$ cat config.mk
export PLATFORM = sky130hd
export DESIGN_NAME = hexdisp_bcd_driver
export DESIGN_NICKNAME = d
export VERILOG_FILES = /design/src/rtl/hexdisp_bcd_driver.sv
export SDC_FILE = /design/constraint.sdc
export NUM_CORES = 1
export LEC_CHECK = 0
export BUFFER_PORTS_ARGS = -buffer_cell sky130_fd_sc_hd__buf_2
export CAP_MARGIN = 20
export CORE_UTILIZATION = 55
export CTS_CLUSTER_DIAMETER = 40
export DETAILED_ROUTE_END_ITERATION = 12
export PLACE_DENSITY = 0.75
export SLEW_MARGIN = 5
export SYNTH_ARGS = -nofsm -noshare
export SYNTH_HDL_FRONTEND = slang
export SYNTH_SLANG_ARGS = --single-unit
$ cat constraint.sdc
create_clock -name clk -period 12 [get_ports clk]
set_clock_uncertainty 0.15 [all_clocks]
set_input_delay 1.2 -clock clk [delete_from_list [all_inputs] [get_ports clk]]
set_output_delay 1.2 -clock clk [all_outputs]
set_load 0.02 [all_outputs]
$ cat src/rtl/hexdisp_bcd_driver.sv
// Eight-digit active-low 7-seg driver: hex nibbles, or decimal via a serial double-dabble engine.
// Latency: hex 1 cycle / decimal 33 cycles after trigger; inputs are ignored while busy, outputs swap atomically.
module hexdisp_bcd_driver #(
    parameter int BLANK_LZ = 1,
    parameter int ITER     = 32
) (
    input  logic        clk,
    input  logic        rst,
    input  logic [31:0] value,
    input  logic        dec_mode,
    output logic        busy,
    output logic        ovf,
    output logic [6:0]  hex0,
    output logic [6:0]  hex1,
    output logic [6:0]  hex2,
    output logic [6:0]  hex3,
    output logic [6:0]  hex4,
    output logic [6:0]  hex5,
    output logic [6:0]  hex6,
    output logic [6:0]  hex7
);

    typedef enum logic [1:0] {IDLE, CONV, LOAD} state_t;

    state_t           state_q, state_d;
    logic [31:0]      bin_sr_q, bin_sr_d;
    logic [39:0]      bcd_sr_q, bcd_sr_d;
    logic [5:0]       cnt_q, cnt_d;
    logic [31:0]      last_value_q, last_value_d;
    logic             last_mode_q, last_mode_d;
    logic             valid_q, valid_d;
    logic             ovf_q, ovf_d;
    logic [7:0][6:0]  seg_q, seg_d;

    logic [39:0]      bcd_adj;
    logic [31:0]      disp;
    logic [7:0][6:0]  seg_new;
    logic             seen;

    function automatic logic [6:0] seg7(input logic [3:0] d);
        case (d)
            4'h0: seg7 = 7'h40;  4'h1: seg7 = 7'h79;  4'h2: seg7 = 7'h24;  4'h3: seg7 = 7'h30;
            4'h4: seg7 = 7'h19;  4'h5: seg7 = 7'h12;  4'h6: seg7 = 7'h02;  4'h7: seg7 = 7'h78;
            4'h8: seg7 = 7'h00;  4'h9: seg7 = 7'h10;  4'hA: seg7 = 7'h08;  4'hB: seg7 = 7'h03;
            4'hC: seg7 = 7'h46;  4'hD: seg7 = 7'h21;  4'hE: seg7 = 7'h06;  default: seg7 = 7'h0E;
        endcase
    endfunction

    // Double-dabble correction: any BCD digit >= 5 gets +3 before the shift.
    always_comb begin
        bcd_adj = bcd_sr_q;
        for (int i = 0; i < 10; i++) begin
            if (bcd_sr_q[4*i +: 4] >= 4'd5)
                bcd_adj[4*i +: 4] = bcd_sr_q[4*i +: 4] + 4'd3;
        end
    end

    // Digit selection and leading-zero blanking, scanned from the top digit down.
    always_comb begin
        disp = last_mode_q ? bcd_sr_q[31:0] : bin_sr_q;
        seen = 1'b0;
        for (int i = 7; i >= 0; i--) begin
            if (disp[4*i +: 4] != 4'd0 || i == 0)
                seen = 1'b1;
            seg_new[i] = (seen || BLANK_LZ == 0) ? seg7(disp[4*i +: 4]) : 7'h7F;
        end
    end

    always_comb begin
        state_d      = state_q;
        bin_sr_d     = bin_sr_q;
        bcd_sr_d     = bcd_sr_q;
        cnt_d        = cnt_q;
        last_value_d = last_value_q;
        last_mode_d  = last_mode_q;
        valid_d      = valid_q;
        ovf_d        = ovf_q;
        seg_d        = seg_q;
        case (state_q)
            IDLE: begin
                if (!valid_q || value != last_value_q || dec_mode != last_mode_q) begin
                    bin_sr_d     = value;
                    last_value_d = value;
                    last_mode_d  = dec_mode;
                    bcd_sr_d     = '0;
                    cnt_d        = '0;
                    state_d      = dec_mode ? CONV : LOAD;
                end
            end
            CONV: begin
                {bcd_sr_d, bin_sr_d} = {bcd_adj[38:0], bin_sr_q, 1'b0};
                cnt_d = cnt_q + 6'd1;
                if (cnt_q == 6'(ITER - 1))
                    state_d = LOAD;
            end
            LOAD: begin
                seg_d   = seg_new;
                ovf_d   = last_mode_q && (bcd_sr_q[39:32] != 8'd0);
                valid_d = 1'b1;
                state_d = IDLE;
            end
            default: state_d = IDLE;
        endcase
    end

    always_ff @(posedge clk or posedge rst) begin
        if (rst) begin
            state_q      <= IDLE;
            bin_sr_q     <= '0;
            bcd_sr_q     <= '0;
            cnt_q        <= '0;
            last_value_q <= '0;
            last_mode_q  <= 1'b0;
            valid_q      <= 1'b0;
            ovf_q        <= 1'b0;
            seg_q        <= {8{7'h7F}};
        end else begin
            state_q      <= state_d;
            bin_sr_q     <= bin_sr_d;
            bcd_sr_q     <= bcd_sr_d;
            cnt_q        <= cnt_d;
            last_value_q <= last_value_d;
            last_mode_q  <= last_mode_d;
            valid_q      <= valid_d;
            ovf_q        <= ovf_d;
            seg_q        <= seg_d;
        end
    end

    assign busy = (state_q != IDLE);
    assign ovf  = ovf_q;
    assign hex0 = seg_q[0];
    assign hex1 = seg_q[1];
    assign hex2 = seg_q[2];
    assign hex3 = seg_q[3];
    assign hex4 = seg_q[4];
    assign hex5 = seg_q[5];
    assign hex6 = seg_q[6];
    assign hex7 = seg_q[7];

endmodule

==> results of run 1 <==
critical path: cells and delay by family, from the launching register on:
family / cells / cell delay (ns)
flops: 1 / 0.76
buf+inv: 1 / 0.53
compound gates: 2 / 0.49
simple gates: 3 / 0.98
fa+ha+maj: 1 / 0.32
mux: 1 / 0.55
flip-flops by register name (all words and copies together) (netlist names):
name	count
bcd_sr_q	40
bin_sr_q	32
last_value_q	32
hex0	7
hex1	7
hex2	7
hex3	7
hex4	7
hex5	7
hex6	7
hex7	7
cnt_q	6
state_q	2
last_mode_q	1
ovf	1
valid_q	1
area by class of cell:
cell class | instances | share of cell area, %
tap | 234 | 2.50
sequential | 171 | 37.2
timing repair buffer | 100 | 4.62
multi-input combinational | 826 | 48.9
clock inverter | 8 | 0.663
clock buffer | 24 | 4.49
inverter | 50 | 1.65
layer usage:
layer / vias to the layer above / track usage [%] / part of all wire, %
met5: - / 0 / 0
met4: 0 / 6.59 / 0.79
met3: 16 / 3.66 / 4.7
met2: 251 / 39.5 / 46
met1: 3991 / 37.6 / 49
li1: 3993 / - / -
cells in the final DEF, fill, tap and decap left out, types with 9 or more instances in the layout:
cell	instances
nor3b_1	12
ha_1	65
inv_1	49
o21ai_0	66
clkbuf_16	20
buf_2	92
nand2_1	187
dfstp_2	56
dfrtp_1	114
nand2b_1	16
xnor2_1	37
a211oi_1	9
a221oi_1	10
mux2i_1	30
nor3_1	24
a31oi_1	20
a22o_1	39
nor2_1	84
nor2b_1	10
a21oi_1	52
mux2_2	71
worst min-delay path by stage:
stage	end	slack [ns]	depth (start not counted)
floorplan	valid_q$_DFFE_PP0N_	0.28	1
global placement	hex2[4]$_DFFE_PP1N_	0.29	2
detailed placement	hex7[3]$_DFFE_PP1N_	0.30	2
CTS	hex6[3]$_DFFE_PP1N_	0.31	2
global route	hex4[4]$_DFFE_PP1N_	0.32	2
finish	hex6[3]$_DFFE_PP1N_	0.30	2
kinds of logic (layout without fill, tap and decap cells):
group                    count (synthesis)  after routing  share of synthesized area (%)
AO/OA/AOI/OAI                          243            243                           15.2
XOR/XNOR                                41             41                           3.43
adder cells (fa/ha/maj)                 65             65                           7.76
buffers and inverters                   95            182                           4.27
flip-flops                             171            171                           41.5
multiplexers                           113            113                           12.2
AND/OR/NAND/NOR                        364            364                           15.6
per-stage QoR:
stage	hold slack (ns)	util, %
after global routing	0.317	62.5
after detailed placement	0.297	59.1
final	0.305	62.5
after CTS	0.308	62.4
after global placement	0.293	59.1
after floorplan	0.284	-
power breakdown:
part / internal [mW] / switching, mW
clock: 0.329 / 0.233
combinational: 0.649 / 0.954
sequential: 0.860 / 0.215
==> impl_metrics.env, run 1 <==
export IMPL_outcome="complete, no violations"
export IMPL_fp_dieW_um=140
export IMPL_io_pins=93
export IMPL_cp_start_kind="register"
export IMPL_drt_vias_per_instance=5.84
export IMPL_relSlewSlack_pct=32.9
export IMPL_overflow=0
export IMPL_synth_top_cell_by_area="dfrtp_1"
export IMPL_place_congestion=0.849
export IMPL_rsz0062_at_grt="false"
export IMPL_synth_seq_cells=171
export IMPL_clock_latency_ns=0.43
export IMPL_first_iter_violations=694
export IMPL_placedCellCount=1380
export IMPL_die_area_um2=19600
export IMPL_worstReg2RegStart="last_mode_q$_DFFE_PP0P_"
export IMPL_fin_nets=1266
export IMPL_cts_root_buf="clkbuf_16"
export IMPL_setup_viol=0
export IMPL_synth_seq_area_share_pct=41.5
export IMPL_ys_flop_type="dfrtp_1"
export IMPL_routed_wl_mm=23.9
export IMPL_maxSlewViolCount=0
export IMPL_postRouteAntennaNets=0
export IMPL_period_minus_slack_ns=3.91
export IMPL_n_fill_cell=1560
export IMPL_dp_hpwl_mm=16.4
export IMPL_die_h_um=140
export IMPL_reg2reg_slack_ns=8.09
export IMPL_synthTopCellsByArea="dfrtp_1 27%, dfstp_2 14%, ha_1 7.8%, mux2_2 7.6%, nand2_1 6.7%"
export IMPL_r2r_cells=8
export IMPL_syn_area_um2=10500
export IMPL_r2r_end="hex1[4]$_DFFE_PP1N_"
export IMPL_synth_top_area_share_pct=27.4
export IMPL_finalSetupTns_ns=0
export IMPL_grt_start_max_net_pins=95
export IMPL_num_vias=8251
export IMPL_synth_avg_cell_area_um2=9.60
export IMPL_hp_class="register to register"
export IMPL_path_class="register to register"
export IMPL_fmax_mhz=256
export IMPL_seqCellArea_um2=4350
export IMPL_grt_pass1_vias=7828
export IMPL_antenna_found_initial=0
export IMPL_routedWlPerCell_um=16.9
export IMPL_portBuffers=92
export IMPL_coreArea_um2=18700
export IMPL_synthToLayoutAreaGrowth_pct=11.5
export IMPL_syn_inst=1092
export IMPL_cts_tree="yes"
export IMPL_synth_nets=1192
export IMPL_dr_pass1_iters=6
export IMPL_worst_slack_ns=8.09
export IMPL_ir_drop_uv=121
export IMPL_cts_hold_buf=0
export IMPL_crit_end="hex1[4]$_DFFE_PP1N_"
export IMPL_synth_edff_count=0
export IMPL_cts_setup_buffers=0
export IMPL_power_mw=3.24
export IMPL_synth_cell_types=61
export IMPL_p_per_area_nw_per_um2=277
export IMPL_cp_data_arrival_time_ns=4.10
export IMPL_cts_buffer_depth=2
export IMPL_cts_resized=0
export IMPL_critPathCaptureType="register"
export IMPL_slowest_stage="dfrtp_2"
export IMPL_ys_warn_count=0
export IMPL_finalHoldViolations=0
export IMPL_place_area_um2=11100
export IMPL_max_cap_violations=0
export IMPL_worstPathCellList="buf_4 -> mux2i_1 -> ha_1 -> o21ai_0 -> nor4_4 -> and2_1 -> nand3_2 -> a31oi_1"
export IMPL_fin_cells=1413
export IMPL_cts_sinks=171
export IMPL_grt_pass1_wl_mm=39.9
export IMPL_path_clk_slew_ns=0.07
export IMPL_synth_commonest_cells="187 x nand2_1, 115 x dfrtp_1, 84 x nor2_1, 71 x mux2_2, 66 x o21ai_0"
export IMPL_fin_crit_sh_pct=32.6
export IMPL_synthArstFlopShare_pct=100
export IMPL_crit_start="last_mode_q$_DFFE_PP0P_"
export IMPL_tightest_slew_ns=1.01
export IMPL_min_from="hex6[3]$_DFFE_PP1N_"
export IMPL_drive_above_1_share_pct=23.7
export IMPL_n_antenna_cell=0
export IMPL_h_tree_depth=4
export IMPL_crit_fanout=30
export IMPL_critPathRequiredTime_ns=12.19
export IMPL_synth_most_common_cell="nand2_1"
export IMPL_start_util_pct=56.0
export IMPL_multiInputGateArea_um2=5710
export IMPL_cts_buffers=17
export IMPL_cpPeakStageDelay_ns=0.76
export IMPL_post_route_cell_area_um2=11700
export IMPL_drc=0
export IMPL_p_leak_nw=5.34
export IMPL_placementRows=50
export IMPL_grt_usage_pct=25.5
export IMPL_pre_cts_slack_ns=8.11
Note: power is estimated with default switching activity, not from simulation.
==> run 2: changes to the inputs <==
==> constraint.sdc (replaced) <==
create_clock -name clk -period 3.7 [get_ports clk]
set_clock_uncertainty 0.15 [all_clocks]
set_input_delay 0.37 -clock clk [delete_from_list [all_inputs] [get_ports clk]]
set_output_delay 0.37 -clock clk [all_outputs]
set_load 0.02 [all_outputs]
==> impl_metrics.env, run 2 (synthesis gave the netlist of run 1 again) <==
export IMPL_outcome="complete, no violations"
export IMPL_fin_crit_sh_pct=88.1
export IMPL_cp_start_kind="register"
export IMPL_largest_reg_flops=40
export IMPL_dr_pass1_iters=5
export IMPL_die_h_um=140
export IMPL_finalSetupTns_ns=0
export IMPL_use_met2_pct=38.7
export IMPL_cts_buffers=17
export IMPL_met1_usage_pct=36.0
export IMPL_maxSlewViolCount=0
export IMPL_ir_drop_uv=518
export IMPL_drt_vias_per_instance=5.77
export IMPL_power_mw=10.5
export IMPL_n_antenna_cell=0
export IMPL_met3_usage_pct=4.44
export IMPL_grt_start_max_net_pins=49
export IMPL_cts_setup_buffers=0
export IMPL_h_tree_depth=4
export IMPL_hp_class="primary input to register"
export IMPL_path_clk_slew_ns=0.06
export IMPL_routed_wl_mm=23.6
export IMPL_period_minus_slack_ns=3.26
export IMPL_regMostFlops="bcd_sr_q"
export IMPL_grt_pass1_vias=7791
export IMPL_critPathCaptureType="register"
export IMPL_grt_pass1_wl_mm=39.1
export IMPL_first_iter_violations=571
export IMPL_p_per_area_nw_per_um2=892
export IMPL_grt_usage_pct=25.1
export IMPL_top_regs="bcd_sr_q: 40 flops, bin_sr_q: 32 flops, last_value_q: 32 flops"
export IMPL_num_vias=8247
export IMPL_fp_dieW_um=140
export IMPL_coreArea_um2=18700
export IMPL_path_class="register to register"
export IMPL_cts_tree="yes"
export IMPL_critPathRequiredTime_ns=3.91
export IMPL_cp_data_arrival_time_ns=3.47
export IMPL_p_leak_nw=5.40
export IMPL_cts_root_buf="clkbuf_16"
export IMPL_busiest_layer="met2"
export IMPL_layout_commonest_cell="nand2_1"
export IMPL_cts_sinks=171
export IMPL_max_cap_violations=0
export IMPL_crit_fanout=30
export IMPL_overflow=0
export IMPL_relSlewSlack_pct=38.1
export IMPL_io_pins=93
export IMPL_die_area_um2=19600
export IMPL_tightest_slew_ns=0.927
export IMPL_routedWlPerCell_um=16.5
export IMPL_portBuffers=92
export IMPL_setup_viol=0
export IMPL_rsz0062_at_grt="false"
export IMPL_utilization_pct=63.1
export IMPL_postRouteAntennaNets=0
export IMPL_placementRows=50
export IMPL_fmax_mhz=307
export IMPL_synthToLayoutAreaGrowth_pct=12.6
export IMPL_final_cell_mix="187 x nand2_1, 114 x dfrtp_1, 92 x buf_2"
export IMPL_n_fill_cell=1521
export IMPL_drive_above_1_share_pct=24.4
export IMPL_clock_latency_ns=0.44
export IMPL_dp_hpwl_mm=17.3
export IMPL_fin_nets=1282
export IMPL_antenna_found_initial=0
export IMPL_start_util_pct=56.0
export IMPL_cts_buffer_depth=2
export IMPL_drc=0
export IMPL_place_congestion=0.887
export IMPL_finalHoldViolations=0
run 2: worst paths after layout:
| check | slack [ns] | depth (start not counted) | start | to |
|---|---|---|---|---|
| worst max-delay path | 0.44 | 8 | last_mode_q$_DFFE_PP0P_ | hex1[5]$_DFFE_PP1N_ |
| worst min-delay path | 0.04 | 2 | value[9] | last_value_q[9]$_DFFE_PP0P_ |
| worst max register to register | 0.44 | 8 | last_mode_q$_DFFE_PP0P_ | hex1[5]$_DFFE_PP1N_ |
| worst min register to register | 0.30 | 2 | hex2[4]$_DFFE_PP1N_ | hex2[4]$_DFFE_PP1N_ |
| max in group asynchronous | 2.08 | 4 | rst | hex2[0]$_DFFE_PP1N_ |
| min in group asynchronous | 0.53 | 3 | rst | last_value_q[0]$_DFFE_PP0P_ |
run 2: final cells by class:
class	instances	area, µm²	area share (%)
multi-input combinational	826	5710	48.4
sequential	171	4350	36.9
timing repair buffer	116	681	5.77
clock buffer	25	485	4.11
tap	234	293	2.48
inverter	50	191	1.62
clock inverter	7	90.1	0.763
run 2: critical path, stage by stage (launching register included):
cell     delay (ns)
dfrtp_2        0.83
buf_4          0.31
mux2i_1        0.40
ha_1           0.26
o21ai_0        0.18
nor4b_1        0.48
nand4_1        0.15
a31o_1         0.27
a21oi_1        0.15
run 2: through the flow:
step | std cells | area, µm² | hold WS, ns | setup WS [ns]
floorplan | 1092 | 10500 | 0.284 | 0.779
global placement | 1396 | 11200 | 0.294 | 0.596
detailed placement | 1396 | 11200 | 0.293 | 0.469
CTS | 1429 | 11800 | 0.0331 | 0.467
global route | 1429 | 11800 | 0.0458 | 0.180
finish | 1429 | 11800 | 0.0433 | 0.441
run 2: power by group:
group          switching (mW)  internal, mW
registers               0.680          2.79
clock network           0.726          1.05
logic                    3.09          2.19
total                    4.50          6.03
run 2: per-layer routing:
layer / up-vias / wire length (µm)
met5: - / 0
met4: 0 / 323
met3: 26 / 1090
met2: 201 / 10600
met1: 4003 / 11600
li1: 4017 / -
run 2: repair_timing:
| item | in CTS | in global routing |
|---|---|---|
| hold endpoints to repair | 7 | 0 |
| hold buffers | 1 | 0 |
| resized for setup | 0 | 0 |
==> run 3: changes to the inputs <==
--- a/config.mk
+++ b/config.mk
@@ -8,10 +8,11 @@
 export BUFFER_PORTS_ARGS = -buffer_cell sky130_fd_sc_hd__buf_2
 export CAP_MARGIN = 20
 export CORE_UTILIZATION = 55
+export CTS_BUF_LIST = sky130_fd_sc_hd__clkbuf_8
 export CTS_CLUSTER_DIAMETER = 40
 export DETAILED_ROUTE_END_ITERATION = 12
 export PLACE_DENSITY = 0.75
-export SLEW_MARGIN = 5
+export SLEW_MARGIN = 20
 export SYNTH_ARGS = -nofsm -noshare
 export SYNTH_HDL_FRONTEND = slang
 export SYNTH_SLANG_ARGS = --single-unit
==> impl_metrics.env, run 3 (synthesis gave the netlist of run 1 again) <==
export IMPL_fp_dieW_um=140
export IMPL_cp_start_kind="register"
export IMPL_num_vias=8252
export IMPL_coreArea_um2=18700
export IMPL_top_regs="bcd_sr_q: 40 flops, bin_sr_q: 32 flops, last_value_q: 32 flops"
export IMPL_antenna_found_initial=0
export IMPL_overflow=0
export IMPL_place_congestion=0.887
export IMPL_layout_commonest_cell="nand2_1"
export IMPL_power_frac_comb_pct=52.6
export IMPL_use_met2_pct=38.2
export IMPL_cts_sinks=171
export IMPL_busiest_layer="met2"
export IMPL_p_switching_mw=4.43
export IMPL_ir_drop_uv=362
export IMPL_grt_start_max_net_pins=49
export IMPL_finalHoldViolations=0
export IMPL_portBuffers=92
export IMPL_synthToLayoutAreaGrowth_pct=10.8
export IMPL_multiInputGateArea_um2=5710
export IMPL_swShare_pct=44.1
export IMPL_largest_reg_flops=40
export IMPL_worstReg2RegStart="last_mode_q$_DFFE_PP0P_"
export IMPL_fin_crit_sh_pct=87.2
export IMPL_grt_usage_pct=24.6
export IMPL_maxSlewViolCount=0
export IMPL_met1_usage_pct=35.4
export IMPL_intPower_mw=5.62
export IMPL_hp_class="primary input to register"
export IMPL_clockPowerShare_pct=13.0
export IMPL_grt_pass1_vias=7667
export IMPL_start_util_pct=56.0
export IMPL_cts_buffers=17
export IMPL_cts_root_buf="clkbuf_8"
export IMPL_reg2reg_slack_ns=0.47
export IMPL_grt_pass1_wl_mm=38.5
export IMPL_pre_cts_slack_ns=0.469
export IMPL_r2r_cells=8
export IMPL_utilization_pct=62.1
export IMPL_tightest_slew_ns=0.937
export IMPL_dr_pass1_iters=5
export IMPL_n_fill_cell=1554
export IMPL_routedWlPerCell_um=16.3
export IMPL_placementRows=50
export IMPL_r2r_end="hex1[2]$_DFFE_PP1N_"
export IMPL_critPathRequiredTime_ns=3.94
export IMPL_regMostFlops="bcd_sr_q"
export IMPL_rsz0062_at_grt="false"
export IMPL_crit_start="last_mode_q$_DFFE_PP0P_"
export IMPL_p_per_area_nw_per_um2=865
export IMPL_period_minus_slack_ns=3.23
export IMPL_relSlewSlack_pct=37.4
export IMPL_outcome="complete, no violations"
export IMPL_p_leak_nw=5.34
export IMPL_cts_tree="yes"
export IMPL_setup_viol=0
export IMPL_dp_hpwl_mm=17.3
export IMPL_worst_slack_ns=0.474
export IMPL_max_cap_violations=0
export IMPL_seqPwrFrac_pct=34.5
export IMPL_critPathCaptureType="register"
export IMPL_finalSetupTns_ns=0
export IMPL_whs_ns=0.0300
export IMPL_n_antenna_cell=0
export IMPL_path_class="register to register"
export IMPL_h_tree_depth=4
export IMPL_crit_fanout=30
export IMPL_drive_above_1_share_pct=24.4
export IMPL_final_cell_mix="187 x nand2_1, 114 x dfrtp_1, 92 x buf_2"
export IMPL_fin_nets=1283
export IMPL_routed_wl_mm=23.3
export IMPL_power_mw=10.0
export IMPL_met3_usage_pct=4.58
export IMPL_fmax_mhz=310
export IMPL_crit_end="hex1[2]$_DFFE_PP1N_"
export IMPL_drt_vias_per_instance=5.77
export IMPL_cp_data_arrival_time_ns=3.47
export IMPL_io_pins=93
export IMPL_postRouteAntennaNets=0
export IMPL_die_h_um=140
export IMPL_cts_buffer_depth=2
export IMPL_first_iter_violations=555
export IMPL_die_area_um2=19600
export IMPL_clock_latency_ns=0.47
export IMPL_drc=0
export IMPL_seqCellArea_um2=4350
export IMPL_path_clk_slew_ns=0.09
-- run 3: cell type report --
class / instances / area share, %
Clock buffer: 20 / 2.37
Clock inverter: 12 / 0.937
Inverter: 50 / 1.65
Multi-Input combinational cell: 826 / 49.1
Sequential cell: 171 / 37.4
Tap cell: 234 / 2.52
Timing Repair Buffer: 117 / 5.94
-- run 3: worst min-delay path by stage --
stage | start | endpoint | cells past startpoint
2_1_floorplan | valid_q$_DFFE_PP0N_ | valid_q$_DFFE_PP0N_ | 1
3_3_place_gp | hex7[3]$_DFFE_PP1N_ | hex7[3]$_DFFE_PP1N_ | 2
3_5_place_dp | hex2[4]$_DFFE_PP1N_ | hex2[4]$_DFFE_PP1N_ | 2
4_1_cts | value[26] | last_value_q[26]$_DFFE_PP0P_ | 2
5_1_grt | value[3] | last_value_q[3]$_DFFE_PP0P_ | 2
6_report | value[17] | last_value_q[17]$_DFFE_PP0P_ | 2
-- run 3: metrics by stage --
| step | instances | instance area, µm² |
|---|---|---|
| floorplan | 1092 | 10500 |
| global placement | 1396 | 11200 |
| detailed placement | 1396 | 11200 |
| CTS | 1430 | 11600 |
| global route | 1430 | 11600 |
| finish | 1430 | 11600 |
-- run 3: routing by layer --
metal	wire length (µm)	part of all wire [%]	up-vias
li1	-	-	4020
met2	10400	45	242
met3	1220	5.2	21
met1	11400	49	3969
met5	0	0	-
met4	251	1.1	0
-- run 3: what timing repair did --
action	CTS	global route
buffers inserted	0	0
gates resized for setup	0	0
hold buffers	2	0
endpoints found under the hold margin	36	0
-- run 3: power by group through the flow --
stage	logic, mW	clock network [mW]	registers, mW
after detailed placement	5.25	0	3.50
after global placement	5.14	0	3.45
after global routing	5.85	1.40	3.57
after floorplan	3.80	0	3.59
after CTS	5.28	1.33	3.46
final	5.28	1.31	3.46
-- run 3: critical path: stages (launching register included) --
cell     delay [ns]
dfrtp_2        0.84
buf_4          0.31
mux2i_1        0.40
ha_1           0.26
o21ai_0        0.18
nor4_4         0.44
and2_1         0.27
nand3_2        0.11
a31oi_1        0.18
